### src/rtl/in_port_ctrl_pkg.sv
// Shared I/O definitions for the input-port window: address map, status bit
// positions and the status-word packing helper.
package in_port_ctrl_pkg;

  localparam logic [1:0] IN_ADDR_PORT0  = 2'd0;
  localparam logic [1:0] IN_ADDR_PORT1  = 2'd1;
  localparam logic [1:0] IN_ADDR_STATUS = 2'd2;

  localparam int ST_PENDING   = 0;
  localparam int ST_IRQ_EN    = 1;
  localparam int ST_EVCNT_LSB = 8;
  localparam int ST_SUB       = 16;

  localparam logic [7:0] EVCNT_MAX = 8'd255;

  function automatic logic [31:0] status_word(input logic       sub,
                                              input logic [7:0] evcnt,
                                              input logic       irq_en,
                                              input logic       pending);
    logic [31:0] w;
    w                             = '0;
    w[ST_SUB]                     = sub;
    w[ST_EVCNT_LSB+7:ST_EVCNT_LSB] = evcnt;
    w[ST_IRQ_EN]                  = irq_en;
    w[ST_PENDING]                 = pending;
    return w;
  endfunction

endpackage

### src/rtl/in_port_ctrl_debounce.sv
// in_debounce: 2-FF synchroniser followed by a stable-count debouncer.
// RST_VAL sets the reset level of every internal register.
module in_debounce #(
  parameter int             W               = 4,
  parameter int             DEBOUNCE_CYCLES = 16,
  parameter int             CNT_W           = 20,
  parameter logic [W-1:0]   RST_VAL         = '0
) (
  input  logic         clock,
  input  logic         resetn,
  input  logic [W-1:0] raw,
  output logic [W-1:0] stable
);

  localparam logic [CNT_W-1:0] CNT_LAST = CNT_W'(DEBOUNCE_CYCLES - 1);

  logic [W-1:0]     meta_reg;
  logic [W-1:0]     sync_reg;
  logic [W-1:0]     last_reg;
  logic [W-1:0]     stable_reg;
  logic [CNT_W-1:0] cnt_reg;

  always_ff @(posedge clock) begin
    if (!resetn) begin
      meta_reg   <= RST_VAL;
      sync_reg   <= RST_VAL;
      last_reg   <= RST_VAL;
      stable_reg <= RST_VAL;
      cnt_reg    <= '0;
    end else begin
      meta_reg <= raw;
      sync_reg <= meta_reg;
      last_reg <= sync_reg;
      // Any movement of the sampled value restarts the stability window.
      if (sync_reg == stable_reg || sync_reg != last_reg) begin
        cnt_reg <= '0;
      end else if (cnt_reg == CNT_LAST) begin
        stable_reg <= sync_reg;
        cnt_reg    <= '0;
      end else begin
        cnt_reg <= cnt_reg + 1'b1;
      end
    end
  end

  assign stable = stable_reg;

endmodule

### src/rtl/in_port_ctrl.sv
// in_port_ctrl: debounced switch/key inputs with a sticky, counted key-press
// event and clear-on-read status. Optional irq output under IN_PORT_IRQ_EN.
module in_port_ctrl
  import in_port_ctrl_pkg::*;
#(
  parameter int DEBOUNCE_CYCLES = 16,
  parameter int CNT_W           = 20
) (
  input  logic        clock,
  input  logic        resetn,
  input  logic [3:0]  in_port0,
  input  logic [3:0]  in_port1,
  input  logic        in_port_sub,
  input  logic        rd_en,
  input  logic [1:0]  addr,
  output logic [31:0] rdata
`ifdef IN_PORT_IRQ_EN
  ,
  output logic        irq
`endif
);

  logic [3:0] port0_stable;
  logic [3:0] port1_stable;
  logic       sub_stable;

  in_debounce #(.W(4), .DEBOUNCE_CYCLES(DEBOUNCE_CYCLES), .CNT_W(CNT_W), .RST_VAL(4'h0))
    u_db_port0 (.clock(clock), .resetn(resetn), .raw(in_port0), .stable(port0_stable));

  in_debounce #(.W(4), .DEBOUNCE_CYCLES(DEBOUNCE_CYCLES), .CNT_W(CNT_W), .RST_VAL(4'h0))
    u_db_port1 (.clock(clock), .resetn(resetn), .raw(in_port1), .stable(port1_stable));

  // Key idles released (1) so reset never produces a falling edge.
  in_debounce #(.W(1), .DEBOUNCE_CYCLES(DEBOUNCE_CYCLES), .CNT_W(CNT_W), .RST_VAL(1'b1))
    u_db_sub (.clock(clock), .resetn(resetn), .raw(in_port_sub), .stable(sub_stable));

  logic       sub_prev_reg;
  logic       pending_reg;
  logic [7:0] evcnt_reg;
  logic       press_event;
  logic       status_clr;
  logic       irq_en;

  assign press_event = sub_prev_reg & ~sub_stable;
  assign status_clr  = rd_en && (addr == IN_ADDR_STATUS);

`ifdef IN_PORT_IRQ_EN
  assign irq_en = 1'b1;
  assign irq    = pending_reg;
`else
  assign irq_en = 1'b0;
`endif

  always_ff @(posedge clock) begin
    if (!resetn) begin
      sub_prev_reg <= 1'b1;
      pending_reg  <= 1'b0;
      evcnt_reg    <= 8'd0;
    end else begin
      sub_prev_reg <= sub_stable;
      // A press landing on the clearing read survives as a fresh single event.
      if (status_clr) begin
        pending_reg <= press_event;
        evcnt_reg   <= press_event ? 8'd1 : 8'd0;
      end else if (press_event) begin
        pending_reg <= 1'b1;
        if (evcnt_reg != EVCNT_MAX)
          evcnt_reg <= evcnt_reg + 8'd1;
      end
    end
  end

  always_comb begin
    rdata = 32'd0;
    case (addr)
      IN_ADDR_PORT0:  rdata = {28'd0, port0_stable};
      IN_ADDR_PORT1:  rdata = {28'd0, port1_stable};
      IN_ADDR_STATUS: rdata = status_word(sub_stable, evcnt_reg, irq_en, pending_reg);
      default:        rdata = 32'd0;
    endcase
  end

endmodule

### config.mk
export PLATFORM = sky130hd
export DESIGN_NAME = in_port_ctrl
export DESIGN_NICKNAME = d
export VERILOG_FILES = /design/src/rtl/in_port_ctrl_pkg.sv /design/src/rtl/in_port_ctrl_debounce.sv /design/src/rtl/in_port_ctrl.sv
export SDC_FILE = /design/constraint.sdc
export NUM_CORES = 1
export LEC_CHECK = 0
export BUFFER_PORTS_ARGS = -buffer_cell sky130_fd_sc_hd__buf_4
export CORE_MARGIN = 5
export CORE_UTILIZATION = 59
export DETAILED_ROUTE_END_ITERATION = 7
export PLACE_DENSITY = 0.82
export SETUP_SLACK_MARGIN = 0.4
export SYNTH_ARGS = -nofsm -noshare
export SYNTH_HDL_FRONTEND = slang
export SYNTH_SLANG_ARGS = --single-unit
### constraint.sdc
create_clock -name clock -period 2.1 [get_ports clock]
set_input_delay 0.21 -clock clock [delete_from_list [all_inputs] [get_ports clock]]
set_output_delay 0.21 -clock clock [all_outputs]
set_load 0.005 [all_outputs]
==> impl_metrics.env <==
export IMPL_setup_tns_final_ns=0
export IMPL_whs_ns=0.0393
export IMPL_cts_tree="done"
export IMPL_grt_pass1_wl_um=17900
export IMPL_cpLargestDelayFamily="simple AND/OR/NAND/NOR gates"
export IMPL_placementRows=32
export IMPL_ys_ff_latch=106
export IMPL_synth_top_area_share_pct=44.4
export IMPL_post_drt_via_cell_ratio=5.98
export IMPL_rsz0062_at_grt="yes"
export IMPL_crit_path_top_delay_cell="or4_4"
export IMPL_synth_top_cell_by_area="dfxtp_1"
export IMPL_grt_usage_pct=21.8
export IMPL_syn_cell_area_um2=4780
export IMPL_synthFlopType="dfxtp_1"
export IMPL_finalMaxSlewViolations=0
export IMPL_firstDrtPassIters=5
export IMPL_antennaDiodeCount=0
export IMPL_grt_antenna_before_repair=0
export IMPL_pin_count=46
export IMPL_worstPathRequired_ns=2.40
export IMPL_fp_coreArea_um2=7810
export IMPL_port_buffers=26
export IMPL_grt_remaining_overflow=0
export IMPL_fin_ws_ns=0.318
export IMPL_start_util_pct=61.2
export IMPL_drc=0
export IMPL_skew_ns=0.00856
export IMPL_final_util_pct=75.7
export IMPL_grt_pass1_vias=3903
export IMPL_critPathMaxFanout=6
export IMPL_critical_path_class="flip-flop to flip-flop"
export IMPL_yosys_warnings=0
export IMPL_endpoint_kind="flip-flop"
export IMPL_worst_pin_slew_ns=0.583
export IMPL_period_share_pct=84.8
export IMPL_fin_crit_ns=1.78
export IMPL_dieArea_um2=10000
export IMPL_maxCapViolCount=0
export IMPL_layout_commonest_cell="dfxtp_1"
export IMPL_drive_above_1_share_pct=29.5
export IMPL_pre_cts_ws_ns=0.00283
export IMPL_cp_buffers_inverters=0
export IMPL_wirelength_um=11600
export IMPL_slew_headroom_pct=61.1
export IMPL_fmaxAchievable_mhz=561
export IMPL_drt_initial_drc_count=217
export IMPL_crit_arrival_ns=2.08
export IMPL_fp_dieH_um=100
export IMPL_hold_path_class="primary input to flip-flop"
export IMPL_status="finished clean"
export IMPL_path_clk_slew_ns=0.11
export IMPL_nets=599
export IMPL_die_w_um=100
export IMPL_cts_root_buf="clkbuf_8"
export IMPL_syn_inst=528
export IMPL_ys_types=45
export IMPL_crit_path_cell_trace="nand3_4 -> or4_4 -> or3_1 -> a211oi_2"
export IMPL_globalplace_congestion=0.822
export IMPL_worstSkewPairLatency_ns=0.37
export IMPL_hold_viol_final=0
export IMPL_dr_total_vias=4115
export IMPL_leakage_nw=2.21
export IMPL_grt_max_degree=24
export IMPL_setup_violations=0
export IMPL_hpwl_um=6580
export IMPL_postRouteAntennaNets=0
export IMPL_ys_seq_area_share_pct=44.4
export IMPL_synth_edf_count=0
export IMPL_most_common_layout_cells="dfxtp_1 (74), buf_4 (56), nand2_1 (41)"
export IMPL_cp_start_kind="flip-flop"
export IMPL_synth_area_leaders="dfxtp_1 (44%), xor2_1 (6.4%), xnor2_1 (3.8%)"
export IMPL_cts_max_path_buffers=2
export IMPL_avgSynthCellArea_um2=9.06
export IMPL_area_delta_synth_final_pct=23.7
export IMPL_max_stage_delay_ns=0.57
export IMPL_power_total_mw=3.57
export IMPL_synth_async_reset_ratio_pct=0
export IMPL_cellPowerDensity_nw_per_um2=603
export IMPL_cts_made_buffers=9
export IMPL_wl_per_cell_um=16.9
export IMPL_htreeDepth=3
export IMPL_cts_sinks=106
export IMPL_ir_drop_v=0.000696
layer usage:
metal  global-route usage (%)  wire length, um  vias to the layer above
met4                     8.19              261                        0
met1                     26.2             4690                     1993
li1                         -                -                     1950
met3                     4.03              567                       30
met5                        0                0                        -
met2                     38.5             6080                      142
kinds of logic after synthesis:
logic type               synth area share [%]
AO/OA/AOI/OAI                            7.38
XOR/XNOR                                 10.3
adder cells (fa/ha/maj)                  1.05
buffers and inverters                    6.10
flip-flops                               44.4
multiplexers                             2.72
other                                  0.0784
AND/OR/NAND/NOR                          28.0
final timing paths:
path | end | cells past startpoint | slack (ns) | start
worst min-delay path | u_db_port1.meta_reg[3] | 2 | 0.04 | in_port1[3]
worst max-delay path | u_db_port0.cnt_reg[19] | 4 | 0.32 | u_db_port0.cnt_reg[9]
worst min register to register | u_db_port0.sync_reg[0] | 1 | 0.44 | u_db_port0.meta_reg[0]
worst max register to register | u_db_port0.cnt_reg[19] | 4 | 0.32 | u_db_port0.cnt_reg[9]
report_power, final:
group / switching [mW] / internal [mW]
Combinational: 0.108 / 0.0781
Clock: 0.760 / 0.589
Sequential: 0.0172 / 2.02
area by class of cell:
class | instances | area, um2
timing repair buffer | 65 | 536
multi-input combinational | 385 | 2780
tap | 102 | 128
inverter | 14 | 52.6
clock inverter | 7 | 95.1
sequential | 106 | 2200
fill | 518 | 1890
clock buffer | 9 | 124
cell usage after synthesis, drive strengths merged (2+ instances only):
| cell | number |
|---|---|
| o311ai | 2 |
| mux2i | 13 |
| nor2b | 2 |
| o211ai | 4 |
| nor3 | 31 |
| ha | 4 |
| nor3b | 2 |
| o31ai | 9 |
| a211oi | 11 |
| or3 | 11 |
| buf | 26 |
| nand4b | 2 |
| dfxtp | 106 |
| xnor2 | 21 |
| nand3 | 21 |
| nor4 | 13 |
| a21oi | 13 |
| and2 | 29 |
| or4 | 15 |
| nor2 | 23 |
| and4b | 2 |
| nand2b | 4 |
| o21ai | 14 |
| nand2 | 41 |
| xor2 | 35 |
| nand4 | 21 |
| inv | 14 |
| and3 | 9 |
| and4 | 8 |
| clkbuf | 15 |
metrics by stage:
step,instances,cell area (um2)
after floorplan,546,4880
after global placement,645,5040
after detailed placement,645,5040
after CTS,676,5520
after global routing,688,5910
final,688,5910
repair_timing:
action / in CTS / in global routing
setup buffers: 13 / 10
cloned: 2 / 2
hold buffers: 0 / 0
setup endpoints to repair: 59 / 59
pin swaps: 8 / 24
gates resized for setup: 52 / 72
Note: power is estimated with default switching activity, not from simulation.
